===== src/rtl/frogger_game_fsm.sv =====
// rtl/frogger_game_fsm.sv - game-flow controller for frogger: lives, score, win/lose sequencing
//
// Purpose: tracks the game phase (IDLE/RUNNING/P1_WINS/CLEANUP), lives and score,
// and asks the Frogger controller to respawn after a hit or a goal.
// Ports:
//   i_Clk          system clock
//   i_Rst_n        synchronous active-low reset
//   i_Game_Start   debounced start button (level)
//   i_Collided     Frogger/car overlap flag
//   i_Frogger_Y    Frogger tile row
//   i_Bitmap_Data  tile code under Frogger (4 = lily pad)
//   o_State        00 IDLE, 01 RUNNING, 10 P1_WINS, 11 CLEANUP
//   o_Game_Active  high only while RUNNING
//   o_Lives        remaining lives
//   o_Score        goals reached, 0..99
//   o_Respawn      one-cycle pulse: return Frogger to start tile
//   o_Win          one-cycle pulse on entry to P1_WINS
module frogger_game_fsm #(
  parameter int c_INIT_LIVES     = 3,
  parameter int c_WIN_SCORE      = 5,
  parameter int c_GOAL_ROW       = 0,
  parameter int c_HIT_GUARD      = 2500000,
  parameter int c_CLEANUP_CYCLES = 25000000
) (
  input  logic       i_Clk,
  input  logic       i_Rst_n,
  input  logic       i_Game_Start,
  input  logic       i_Collided,
  input  logic [5:0] i_Frogger_Y,
  input  logic [3:0] i_Bitmap_Data,
  output logic [1:0] o_State,
  output logic       o_Game_Active,
  output logic [1:0] o_Lives,
  output logic [6:0] o_Score,
  output logic       o_Respawn,
  output logic       o_Win
);

  typedef enum logic [1:0] {
    IDLE    = 2'b00,
    RUNNING = 2'b01,
    P1_WINS = 2'b10,
    CLEANUP = 2'b11
  } state_t;

  localparam int GW = $clog2(c_HIT_GUARD + 1);
  localparam int CW = $clog2(c_CLEANUP_CYCLES + 1);

  localparam logic [GW-1:0] GUARD_LOAD   = GW'(c_HIT_GUARD);
  localparam logic [GW-1:0] GUARD_ONE    = GW'(1);
  localparam logic [GW-1:0] GUARD_ZERO   = '0;
  localparam logic [CW-1:0] CLEANUP_LAST = CW'(c_CLEANUP_CYCLES - 1);
  localparam logic [CW-1:0] TIMER_ONE    = CW'(1);
  localparam logic [1:0]    INIT_LIVES   = 2'(c_INIT_LIVES);
  localparam logic [6:0]    WIN_SCORE    = 7'(c_WIN_SCORE);
  localparam logic [6:0]    MAX_SCORE    = 7'd99;
  localparam logic [5:0]    GOAL_ROW     = 6'(c_GOAL_ROW);
  localparam logic [3:0]    LILY_PAD     = 4'd4;

  state_t        state, state_nx;
  logic [GW-1:0] guard, guard_nx;
  logic [CW-1:0] timer, timer_nx;
  logic [1:0]    lives, lives_nx;
  logic [6:0]    score, score_nx;
  logic          respawn, respawn_nx;
  logic          win, win_nx;
  logic          active;

  // Previous samples for edge detection. prev_start resets high so a button
  // held down through reset cannot start a game on release.
  logic prev_start, prev_collided, prev_pad, prev_wall;

  logic       at_goal_row, on_pad, on_wall;
  logic       start_edge, hit_ev, goal_ev;
  logic [6:0] score_inc;

  assign at_goal_row = (i_Frogger_Y == GOAL_ROW);
  assign on_pad      = at_goal_row && (i_Bitmap_Data == LILY_PAD);
  assign on_wall     = at_goal_row && (i_Bitmap_Data != LILY_PAD);
  assign start_edge  = i_Game_Start && !prev_start;
  assign hit_ev      = (i_Collided && !prev_collided) || (on_wall && !prev_wall);
  assign goal_ev     = on_pad && !prev_pad;
  assign score_inc   = (score >= MAX_SCORE) ? MAX_SCORE : score + 7'd1;

  always_comb begin
    state_nx   = state;
    guard_nx   = (guard != GUARD_ZERO) ? guard - GUARD_ONE : guard;
    timer_nx   = timer;
    lives_nx   = lives;
    score_nx   = score;
    respawn_nx = 1'b0;
    win_nx     = 1'b0;

    case (state)
      IDLE: begin
        lives_nx = INIT_LIVES;
        score_nx = '0;
        if (start_edge) begin
          state_nx   = RUNNING;
          respawn_nx = 1'b1;
        end
      end

      RUNNING: begin
        // Events landing inside the guard window are dropped; a hit takes
        // priority over a goal seen in the same cycle.
        if (guard == GUARD_ZERO) begin
          if (hit_ev) begin
            guard_nx = GUARD_LOAD;
            if (lives <= 2'd1) begin
              lives_nx = 2'd0;
              state_nx = CLEANUP;
            end else begin
              lives_nx   = lives - 2'd1;
              respawn_nx = 1'b1;
            end
          end else if (goal_ev) begin
            guard_nx = GUARD_LOAD;
            score_nx = score_inc;
            if (score_inc >= WIN_SCORE) begin
              state_nx = P1_WINS;
              win_nx   = 1'b1;
            end else begin
              respawn_nx = 1'b1;
            end
          end
        end
      end

      P1_WINS: begin
        if (start_edge) state_nx = CLEANUP;
      end

      CLEANUP: begin
        if (timer == CLEANUP_LAST) begin
          timer_nx = '0;
          score_nx = '0;
          lives_nx = INIT_LIVES;
          state_nx = IDLE;
        end else begin
          timer_nx = timer + TIMER_ONE;
        end
      end

      default: state_nx = IDLE;
    endcase
  end

  always_ff @(posedge i_Clk) begin
    if (!i_Rst_n) begin
      state         <= IDLE;
      guard         <= '0;
      timer         <= '0;
      lives         <= INIT_LIVES;
      score         <= '0;
      respawn       <= 1'b0;
      win           <= 1'b0;
      active        <= 1'b0;
      prev_start    <= 1'b1;
      prev_collided <= 1'b0;
      prev_pad      <= 1'b0;
      prev_wall     <= 1'b0;
    end else begin
      state         <= state_nx;
      guard         <= guard_nx;
      timer         <= timer_nx;
      lives         <= lives_nx;
      score         <= score_nx;
      respawn       <= respawn_nx;
      win           <= win_nx;
      active        <= (state_nx == RUNNING);
      prev_start    <= i_Game_Start;
      prev_collided <= i_Collided;
      prev_pad      <= on_pad;
      prev_wall     <= on_wall;
    end
  end

  assign o_State       = state;
  assign o_Game_Active = active;
  assign o_Lives       = lives;
  assign o_Score       = score;
  assign o_Respawn     = respawn;
  assign o_Win         = win;

endmodule


===== config.mk =====
export PLATFORM = sky130hd
export DESIGN_NAME = frogger_game_fsm
export DESIGN_NICKNAME = d
export VERILOG_FILES = /design/src/rtl/frogger_game_fsm.sv
export SDC_FILE = /design/constraint.sdc
export NUM_CORES = 1
export LEC_CHECK = 0
export ABC_AREA = 1
export ABC_CLOCK_PERIOD_IN_PS = 3400
export BUFFER_PORTS_ARGS = -buffer_cell sky130_fd_sc_hd__buf_2
export CAP_MARGIN = 20
export CORE_ASPECT_RATIO = 1.4
export CORE_MARGIN = 1.5
export CORE_UTILIZATION = 50
export CTS_BUF_LIST = sky130_fd_sc_hd__clkbuf_4 sky130_fd_sc_hd__clkbuf_8
export DETAILED_ROUTE_END_ITERATION = 8
export PLACE_DENSITY = 0.7
export SETUP_SLACK_MARGIN = 0.02
export SYNTH_ARGS = -nofsm -noshare
export SYNTH_HDL_FRONTEND = slang
export SYNTH_SLANG_ARGS = --single-unit

===== constraint.sdc =====
create_clock -name i_Clk -period 3.4 [get_ports i_Clk]
set_clock_uncertainty 0.15 [all_clocks]
set_input_delay 0.34 -clock i_Clk [delete_from_list [all_inputs] [get_ports i_Clk]]
set_output_delay 0.34 -clock i_Clk [all_outputs]
set_load 0.03 [all_outputs]

==> results of run 1 <==
==> report_power, final <==
part | total, mW | internal [mW] | switching, mW
clock | 0.806 | 0.514 | 0.292
combinational | 1.19 | 0.410 | 0.781
sequential | 0.993 | 0.880 | 0.113
total | 2.99 | 1.80 | 1.19
==> cells by family after synthesis <==
logic type / count (synthesis) / synth area share [%]
xor+xnor: 27 / 6.65
compound gates: 56 / 8.76
simple gates: 302 / 38.3
fa+ha+maj: 3 / 1.06
flops: 65 / 36.6
buf+inv: 79 / 8.66
==> registers in the layout, summed over array words and instances, names as in the netlist, 2 cells and up <==
name and flops:
guard 22, o_Lives 2, o_Score 7, o_State 2, timer 25
==> how the worst max path moves through the flow <==
stage,to,slack (ps),depth (start not counted)
final,guard[11]$_SDFF_PN0_,1160,12
after global routing,guard[11]$_SDFF_PN0_,970,12
after CTS,guard[11]$_SDFF_PN0_,1170,12
after detailed placement,guard[11]$_SDFF_PN0_,1180,12
after global placement,guard[10]$_SDFF_PN0_,1200,12
after floorplan,o_Game_Active$_SDFF_PN0_,1410,13
==> metrics by stage <==
stage	utilization [%]	total power, mW	worst slack (ps)
after floorplan	-	1.95	1410
after global placement	54.3	2.18	1200
after detailed placement	54.3	2.19	1180
after CTS	57.8	3.00	1170
after global routing	57.8	3.23	968
final	57.8	2.99	1160
==> cell type report <==
type,instances,area (um^2)
Fill cell,693,2930
Multi-Input combinational cell,388,1950
Sequential cell,65,1300
Inverter,68,255
Clock buffer,11,145
Timing Repair Buffer,28,143
Tap cell,95,119
Clock inverter,5,103
==> Yosys cell counts <==
library cell	number
a211oi_1	3
a21o_1	1
a21oi_1	17
a22oi_1	1
buf_2	3
buf_6	1
clkbuf_1	7
dfxtp_1	65
ha_1	3
inv_1	63
inv_2	5
nand2_1	111
nand2_2	2
nand2_4	1
nand3_1	31
nand3_2	1
nand3_4	1
nand3b_1	3
nand4_1	12
nor2_1	101
nor2_2	7
nor2_4	3
nor3_1	16
nor3_2	3
nor3_4	1
nor4_1	8
o2111ai_1	1
o211ai_2	1
o21a_1	1
o21ai_0	17
o21ai_1	12
o21bai_1	2
or2_0	1
xnor2_1	8
xor2_1	19
==> worst max-delay path: stages (launching register included) <==
cell and delay (ps):
dfxtp_1 310, inv_1 120, ha_1 260, nand2_2 130, nor2_4 190, nand3_1 100
nor2_1 280, nor2_1 130, nand2_1 120, nor2_1 70, nand2_1 70, xor2_1 140
nor2_1 50
==> per-layer routing <==
metal,vias up,GRT usage (%),wire [um]
li1,1755,-,-
met5,-,0,0
met2,77,42.2,4280
met4,0,11.6,279
met1,1550,27.0,3470
met3,24,4.40,271
==> results.py, run 1 <==
metrics = {
    "die": {
        "rows": 36,
        "ios": 28,
        "start_util_pct": 51.2,
        "dieArea_um2": 7630,
        "die_y_um": 103,
        "core_um2": 6940,
        "die_w_um": 74.3,
    },
    "logic_synthesis": {
        "ys_warn_count": 0,
        "yosysUniqueCellTypes": 35,
        "avgSynthCellArea_um2": 6.68,
        "netlist.top_cell.by_area": "dfxtp_1",
        "ys_top_cells_by_area": "dfxtp_1 37%, nand2_1 12%, nor2_1 11%",
        "synth.net_count": 549,
        "post-synth-top-area-fraction_pct": 36.6,
        "synth_seq_cells": 65,
        "synth_cells": 532,
        "syn_area_um2": 3550,
        "ys_seq_area_share_pct": 36.6,
    },
    "power_and_ir_drop": {
        "vdd_drop_max_uv": 361,
        "p_per_area_nw_per_um2": 745,
        "power.leakage_nw": 1.80,
    },
    "critical_path": {
        "timing.rr.start": "guard[0]$_SDFF_PN0_",
        "worst_ep_required_time_ps": 3470,
        "crit_start": "guard[0]$_SDFF_PN0_",
        "rr_worst_depth": 12,
        "regToRegEndpoint": "guard[11]$_SDFF_PN0_",
        "rrSetupSlack_ps": 1160,
        "path_class": "flip-flop to flip-flop",
        "start_kind": "flip-flop",
        "worst-path-max-fanout": 4,
        "crit_path_end_kind": "flip-flop",
        "worstPathArrival_ps": 2310,
    },
    "hold_path": {
        "hp-class": "input port to flip-flop",
        "hold_end": "prev_start$_SDFF_PN1_",
        "holdPathStages": 3,
        "min_from": "i_Game_Start",
    },
    "cells_and_area": {
        "final_common_cell": "nand2_1",
        "layoutNonFillerInstCount": 660,
        "fin_area_um2": 4010,
        "final_layout_size_suffix_gt1_share_pct": 12.2,
        "layout_common_cells": "111 x nand2_1, 101 x nor2_1, 65 x dfxtp_1",
        "antennaDiodeCount": 0,
        "nets": 577,
        "area_growth_pct": 12.8,
    },
    "sta": {
        "slew_headroom_pct": 71.4,
        "final_hold_viol_count": 0,
        "finalCritPeriodShare_pct": 66.0,
        "rsz0062_at_grt": "false",
        "setup_tns_ps": 0,
        "slew_violations": 0,
        "period_needed_ps": 2240,
        "setup_violations": 0,
        "fmax_mhz": 446,
        "max_slew.worst_pin.slew_ps": 425,
        "whs_ps": 38.8,
    },
    "cts": {
        "clk_pin_slew_ps": 70,
        "cts_tree": "done",
        "clockBufferDepth": 2,
        "clock_latency_ps": 340,
        "cts-htree-levels": 3,
        "clock-sinks": 65,
        "ctsRootBufferMaster": "clkbuf_8",
        "ctsHoldBuffers": 0,
        "cts_buffers": 9,
        "post_cts_buffers": 0,
        "cts_resized": 0,
    },
    "drt": {
        "drc": 0,
        "drt_iter0_markers": 139,
        "drt_first_pass_iters": 4,
        "detail-route-antenna-nets": 0,
        "viasPerCell": 5.16,
        "num_vias": 3406,
        "wirelength_mm": 8.30,
        "wire_per_inst_um": 12.6,
    },
    "placed_design": {
        "hpwl_mm": 6.32,
        "placed_cell_area_um2": 3760,
        "dp.cells": 644,
        "port_buffers": 27,
        "gp_congestion": 1.01,
    },
    "job": {
        "cap_violations": 0,
    },
    "grt": {
        "grtUsageTotal_pct": 23.8,
        "grt_pass1_vias": 3231,
        "grt_max_degree": 38,
        "grt_overflow": 0,
        "grt_pass1_wl_mm": 14.1,
        "antenna_found_initial": 0,
    },
    "status": {
        "status": "completed",
    },
}
(Power assumes the default switching activity.)
==> run 2: changes to the inputs <==
Settings changed: ABC_CLOCK_PERIOD_IN_PS 3400 to 2029, PLACE_DENSITY 0.7 to 0.73.
Clock period 3.4 ns to 2.03 ns, I/O delays scaled along.
==> results.py, run 2 (synthesis results as in run 1) <==
metrics = {
    "status": {
        "status": "completed",
    },
    "critical_path": {
        "path_common_cell": "nor2_1",
        "critical_path.top_delay_family": "simple AND/OR/NAND/NOR gates",
        "worstPathArrival_ps": 2050,
        "cp_slowest_stage_delay_ps": 360,
        "worst-path-max-fanout": 4,
        "crit_start": "guard[2]$_SDFF_PN0_",
        "start_kind": "flip-flop",
        "path_class": "flip-flop to flip-flop",
        "cp.buffers_inverters": 1,
        "timing.rr.start": "guard[2]$_SDFF_PN0_",
        "cpMaxStageDelayCell": "dfxtp_1",
        "path_cells": "nor2_1, nand2_1, nor2_1, inv_1, nor3_2, nand4_1, xnor2_1, nand3_1, o21ai_1",
        "worst_ep_required_time_ps": 2150,
        "crit_path_end_kind": "flip-flop",
    },
    "grt": {
        "grt_use_met3_pct": 4.59,
        "grt_busiest_layer": "met2",
        "grt_pass1_wl_mm": 15.3,
        "grt_max_degree": 26,
        "antenna_found_initial": 0,
        "grt_use_met2_pct": 48.1,
        "grtUsageTotal_pct": 26.0,
        "met1_usage_pct": 27.9,
        "grt_pass1_vias": 3448,
        "grt_overflow": 0,
    },
    "cells_and_area": {
        "final_layout_size_suffix_gt1_share_pct": 20.3,
        "final_common_cell": "nand2_1",
        "layout_common_cells": "108 x nand2_1, 93 x nor2_1, 62 x inv_1",
        "ff_latch_area_um2": 1310,
        "largest_register_ffs": 25,
        "nets": 605,
        "antennaDiodeCount": 0,
        "regMostFlops": "timer",
        "fillers": 692,
        "multiInputGateArea_um2": 2070,
        "fin_area_um2": 4280,
        "area_growth_pct": 20.4,
    },
    "cts": {
        "cts_tree": "done",
        "clk_pin_slew_ps": 70,
        "ctsRootBufferMaster": "clkbuf_8",
        "clock-sinks": 65,
        "cts-htree-levels": 3,
        "clockBufferDepth": 2,
        "cts_buffers": 9,
        "clock_latency_ps": 350,
    },
    "hold_path": {
        "hp-class": "input port to flip-flop",
        "min_from": "i_Bitmap_Data[0]",
    },
    "drt": {
        "wirelength_mm": 9.28,
        "drc": 0,
        "wire_per_inst_um": 13.5,
        "detail-route-antenna-nets": 0,
        "viasPerCell": 5.17,
        "drt_iter0_markers": 201,
        "drt_first_pass_iters": 4,
        "num_vias": 3543,
    },
    "placed_design": {
        "hpwl_mm": 6.74,
        "placed_cell_area_um2": 3900,
        "port_buffers": 27,
        "gp_congestion": 0.946,
    },
    "die": {
        "die_y_um": 103,
        "start_util_pct": 51.2,
        "ios": 28,
        "rows": 36,
        "die_w_um": 74.3,
        "core_um2": 6940,
        "dieArea_um2": 7630,
    },
    "sta": {
        "slew_violations": 0,
        "rsz0062_at_grt": "true",
        "slew_headroom_pct": 66.3,
        "finalCritPeriodShare_pct": 95.3,
        "period_needed_ps": 1930,
        "fmax_mhz": 517,
        "setup_violations": 0,
        "max_slew.worst_pin.slew_ps": 505,
        "final_hold_viol_count": 0,
    },
    "power_and_ir_drop": {
        "p_per_area_nw_per_um2": 1200,
        "power_mw": 5.12,
        "power.leakage_nw": 1.89,
        "vdd_drop_max_uv": 576,
    },
    "job": {
        "cap_violations": 0,
    },
}
[run 2: layer usage]
metal	share of wire, %	wire (um)
met1	40	3730
met4	3.9	360
met5	0	0
met2	53	4920
met3	2.9	268
[run 2: area by class of cell]
class	instances	area share [%]
inverter	68	5.96
clock buffer	13	4.04
multi-input combinational	389	48.4
sequential	65	30.6
timing repair buffer	55	8.25
tap	95	2.78
[run 2: path summary, 6_finish.rpt]
kind	end	slack [ps]	cells after the start
worst min register to register	timer[0]$_SDFFE_PN0P_	310	1
worst min-delay path	prev_wall$_SDFF_PN0_	10	3
worst max-delay path	guard[21]$_SDFF_PN0_	100	9
worst max register to register	guard[21]$_SDFF_PN0_	100	9
[run 2: worst register-to-register path, cell delays in order, from the launching register on]
cell and delay, ps:
dfxtp_1 360, nor2_1 240, nand2_1 200, nor2_1 130, inv_1 80, nor3_2 200
nand4_1 140, xnor2_1 180, nand3_1 90, o21ai_1 100
[run 2: where the power goes]
part           switching [mW]  internal (mW)  total (mW)
clock network           0.469          0.537        1.01
logic                    1.54          0.890        2.43
registers               0.208           1.48        1.68
total                    2.21           2.90        5.12
[run 2: repair_timing]
action,in CTS,in global routing
gates resized for setup,2,37
pin swaps,1,10
hold endpoints to repair,3,0
hold buffers,3,0
cloned,1,0
buffers inserted,2,4
setup endpoints to repair,4,32
[run 2: per-stage QoR]
stage / std cells / hold WS (ps) / utilization [%] / setup TNS, ps / setup slack, ps
after floorplan: 532 / 146 / - / 0 / 44.1
after CTS: 681 / 10.8 / 59.5 / 0 / 13.1
after global placement: 662 / 245 / 56.2 / 0 / 34.5
after detailed placement: 662 / 250 / 56.2 / -20.9 / -14.0
final: 685 / 13.4 / 61.7 / 0 / 95.9
after global routing: 685 / 53.3 / 61.7 / -155 / -46.6
==> run 3: changes to the inputs <==
Settings changed: CORE_UTILIZATION 50 to 56, PLACE_DENSITY 0.73 to 0.8.
==> results.py, run 3 (synthesis results as in run 1) <==
metrics = {
    "grt": {
        "grt_pass1_wl_mm": 14.7,
        "grt_overflow": 0,
        "grt_busiest_layer": "met2",
        "grt_use_met3_pct": 4.05,
        "grtUsageTotal_pct": 26.7,
        "met1_usage_pct": 28.6,
        "grt_max_degree": 25,
        "grt_use_met2_pct": 48.4,
        "antenna_found_initial": 0,
        "grt_pass1_vias": 3396,
    },
    "sta": {
        "whs_ps": -0.385,
        "rsz0062_at_grt": "true",
        "final_hold_viol_count": 1,
        "setup_tns_ps": 0,
        "max_slew.worst_pin.slew_ps": 394,
        "slew_headroom_pct": 73.7,
        "fmax_mhz": 513,
        "period_needed_ps": 1950,
        "finalCritPeriodShare_pct": 96.1,
        "setup_violations": 0,
        "slew_violations": 0,
    },
    "critical_path": {
        "path_class": "flip-flop to flip-flop",
        "worstPathArrival_ps": 2050,
        "rrSetupSlack_ps": 80,
        "cp_slowest_stage_delay_ps": 350,
        "rr_worst_depth": 12,
        "start_kind": "flip-flop",
        "path_cells": "ha_2, nand3_4, inv_1, nand2_1, nor2_1, nand2_1, nand2_2, o21ai_0, nor2_1, o21ai_1, o21ai_1, nand2_1",
        "crit_path_end_kind": "flip-flop",
        "worst-path-max-fanout": 4,
        "path_common_cell": "nand2_1",
        "cpMaxStageDelayCell": "dfxtp_2",
        "worst_ep_required_time_ps": 2130,
    },
    "die": {
        "core_um2": 6170,
        "start_util_pct": 57.6,
        "die_w_um": 70.3,
        "dieArea_um2": 6840,
        "die_y_um": 97.3,
        "rows": 34,
        "ios": 28,
    },
    "status": {
        "violations": "negative hold slack",
        "status": "complete, but fails checks",
    },
    "power_and_ir_drop": {
        "power_mw": 5.40,
        "p_sw_mw": 2.29,
        "power_frac_clock_pct": 22.7,
        "p_sw_share_pct": 42.5,
        "p_int_mw": 3.11,
        "power.leakage_nw": 1.93,
        "combPwrFrac_pct": 46.3,
        "p_seq_share_pct": 31.0,
        "p_per_area_nw_per_um2": 1250,
        "vdd_drop_max_uv": 566,
    },
    "cts": {
        "clock_latency_ps": 350,
        "clock-sinks": 65,
        "clk_pin_slew_ps": 70,
        "clockBufferDepth": 2,
        "ctsRootBufferMaster": "clkbuf_8",
        "cts_buffers": 9,
        "cts_tree": "done",
        "cts-htree-levels": 3,
    },
    "cells_and_area": {
        "ff_latch_area_um2": 1310,
        "layout_common_cells": "108 x nand2_1, 93 x nor2_1, 62 x dfxtp_1",
        "fin_area_um2": 4330,
        "fillers": 477,
        "antennaDiodeCount": 0,
        "regMostFlops": "timer",
        "final_common_cell": "nand2_1",
        "multiInputGateArea_um2": 2090,
        "nets": 608,
        "area_growth_pct": 21.8,
        "final_layout_size_suffix_gt1_share_pct": 21.0,
        "largest_register_ffs": 25,
    },
    "placed_design": {
        "hpwl_mm": 6.51,
        "gp_congestion": 0.933,
        "port_buffers": 27,
        "placed_cell_area_um2": 3880,
    },
    "hold_path": {
        "hp-class": "input port to flip-flop",
        "holdPathStages": 3,
    },
    "drt": {
        "wire_per_inst_um": 14.0,
        "drt_iter0_markers": 251,
        "viasPerCell": 5.50,
        "drt_first_pass_iters": 5,
        "num_vias": 3677,
        "wirelength_mm": 9.34,
        "detail-route-antenna-nets": 0,
        "drc": 0,
    },
    "job": {
        "cap_violations": 0,
    },
}
[run 3: repair_timing]
| action | in CTS | in global routing |
|---|---|---|
| endpoints found under the hold margin | 3 | 0 |
| pin swaps | 0 | 11 |
| hold buffers | 3 | 0 |
| gates cloned | 1 | 0 |
| setup buffers | 1 | 7 |
| gates resized for setup | 2 | 35 |
| endpoints found under the setup margin | 5 | 28 |
[run 3: cell type report]
class                           instances  share of cell area [%]
Clock buffer                            9                    2.86
Timing Repair Buffer                   58                    8.67
Multi-Input combinational cell        389                    48.2
Inverter                               68                    5.90
Sequential cell                        65                    30.1
Tap cell                               72                    2.08
Clock inverter                          7                    2.17
[run 3: routing by layer]
| layer | share of wire (%) | wire [um] | vias to the layer above |
|---|---|---|---|
| met4 | 3.9 | 363 | 0 |
| met5 | 0 | 0 | - |
| met2 | 53 | 4950 | 127 |
| li1 | - | - | 1816 |
| met1 | 40 | 3710 | 1700 |
| met3 | 3.5 | 324 | 34 |
[run 3: metrics by stage]
stage	utilization, %	setup slack, ps	hold WS [ps]	cells
5_1_grt	70.2	-18.1	10.7	668
3_5_place_dp	62.9	-47.7	241	640
4_1_cts	67.2	-4.25	0.149	661
6_report	70.2	79.6	-0.385	668
2_1_floorplan	-	44.1	146	532
3_3_place_gp	62.9	8.37	234	640
[run 3: final timing paths]
path,from,endpoint
min reg2reg,timer[0]$_SDFFE_PN0P_,timer[0]$_SDFFE_PN0P_
max,timer[0]$_SDFFE_PN0P_,o_Lives[1]$_SDFFE_PN1P_
max reg2reg,timer[0]$_SDFFE_PN0P_,o_Lives[1]$_SDFFE_PN1P_
min,i_Bitmap_Data[1],prev_wall$_SDFF_PN0_
[run 3: power by group through the flow]
| stage | logic (mW) | clock network (mW) | registers, mW |
|---|---|---|---|
| global route | 2.74 | 1.29 | 1.70 |
| CTS | 2.15 | 1.24 | 1.66 |
| detailed placement | 2.12 | 0 | 1.69 |
| global placement | 2.09 | 0 | 1.68 |
| floorplan | 1.61 | 0 | 1.67 |
| finish | 2.50 | 1.22 | 1.68 |
[run 3: critical path: cells and delay by family (launching register included)]
| family | cells | cell delay (ps) |
|---|---|---|
| buffers and inverters | 1 | 80 |
| AO/OA/AOI/OAI | 3 | 380 |
| flip-flops | 1 | 350 |
| AND/OR/NAND/NOR | 7 | 660 |
| adder cells (fa/ha/maj) | 1 | 210 |
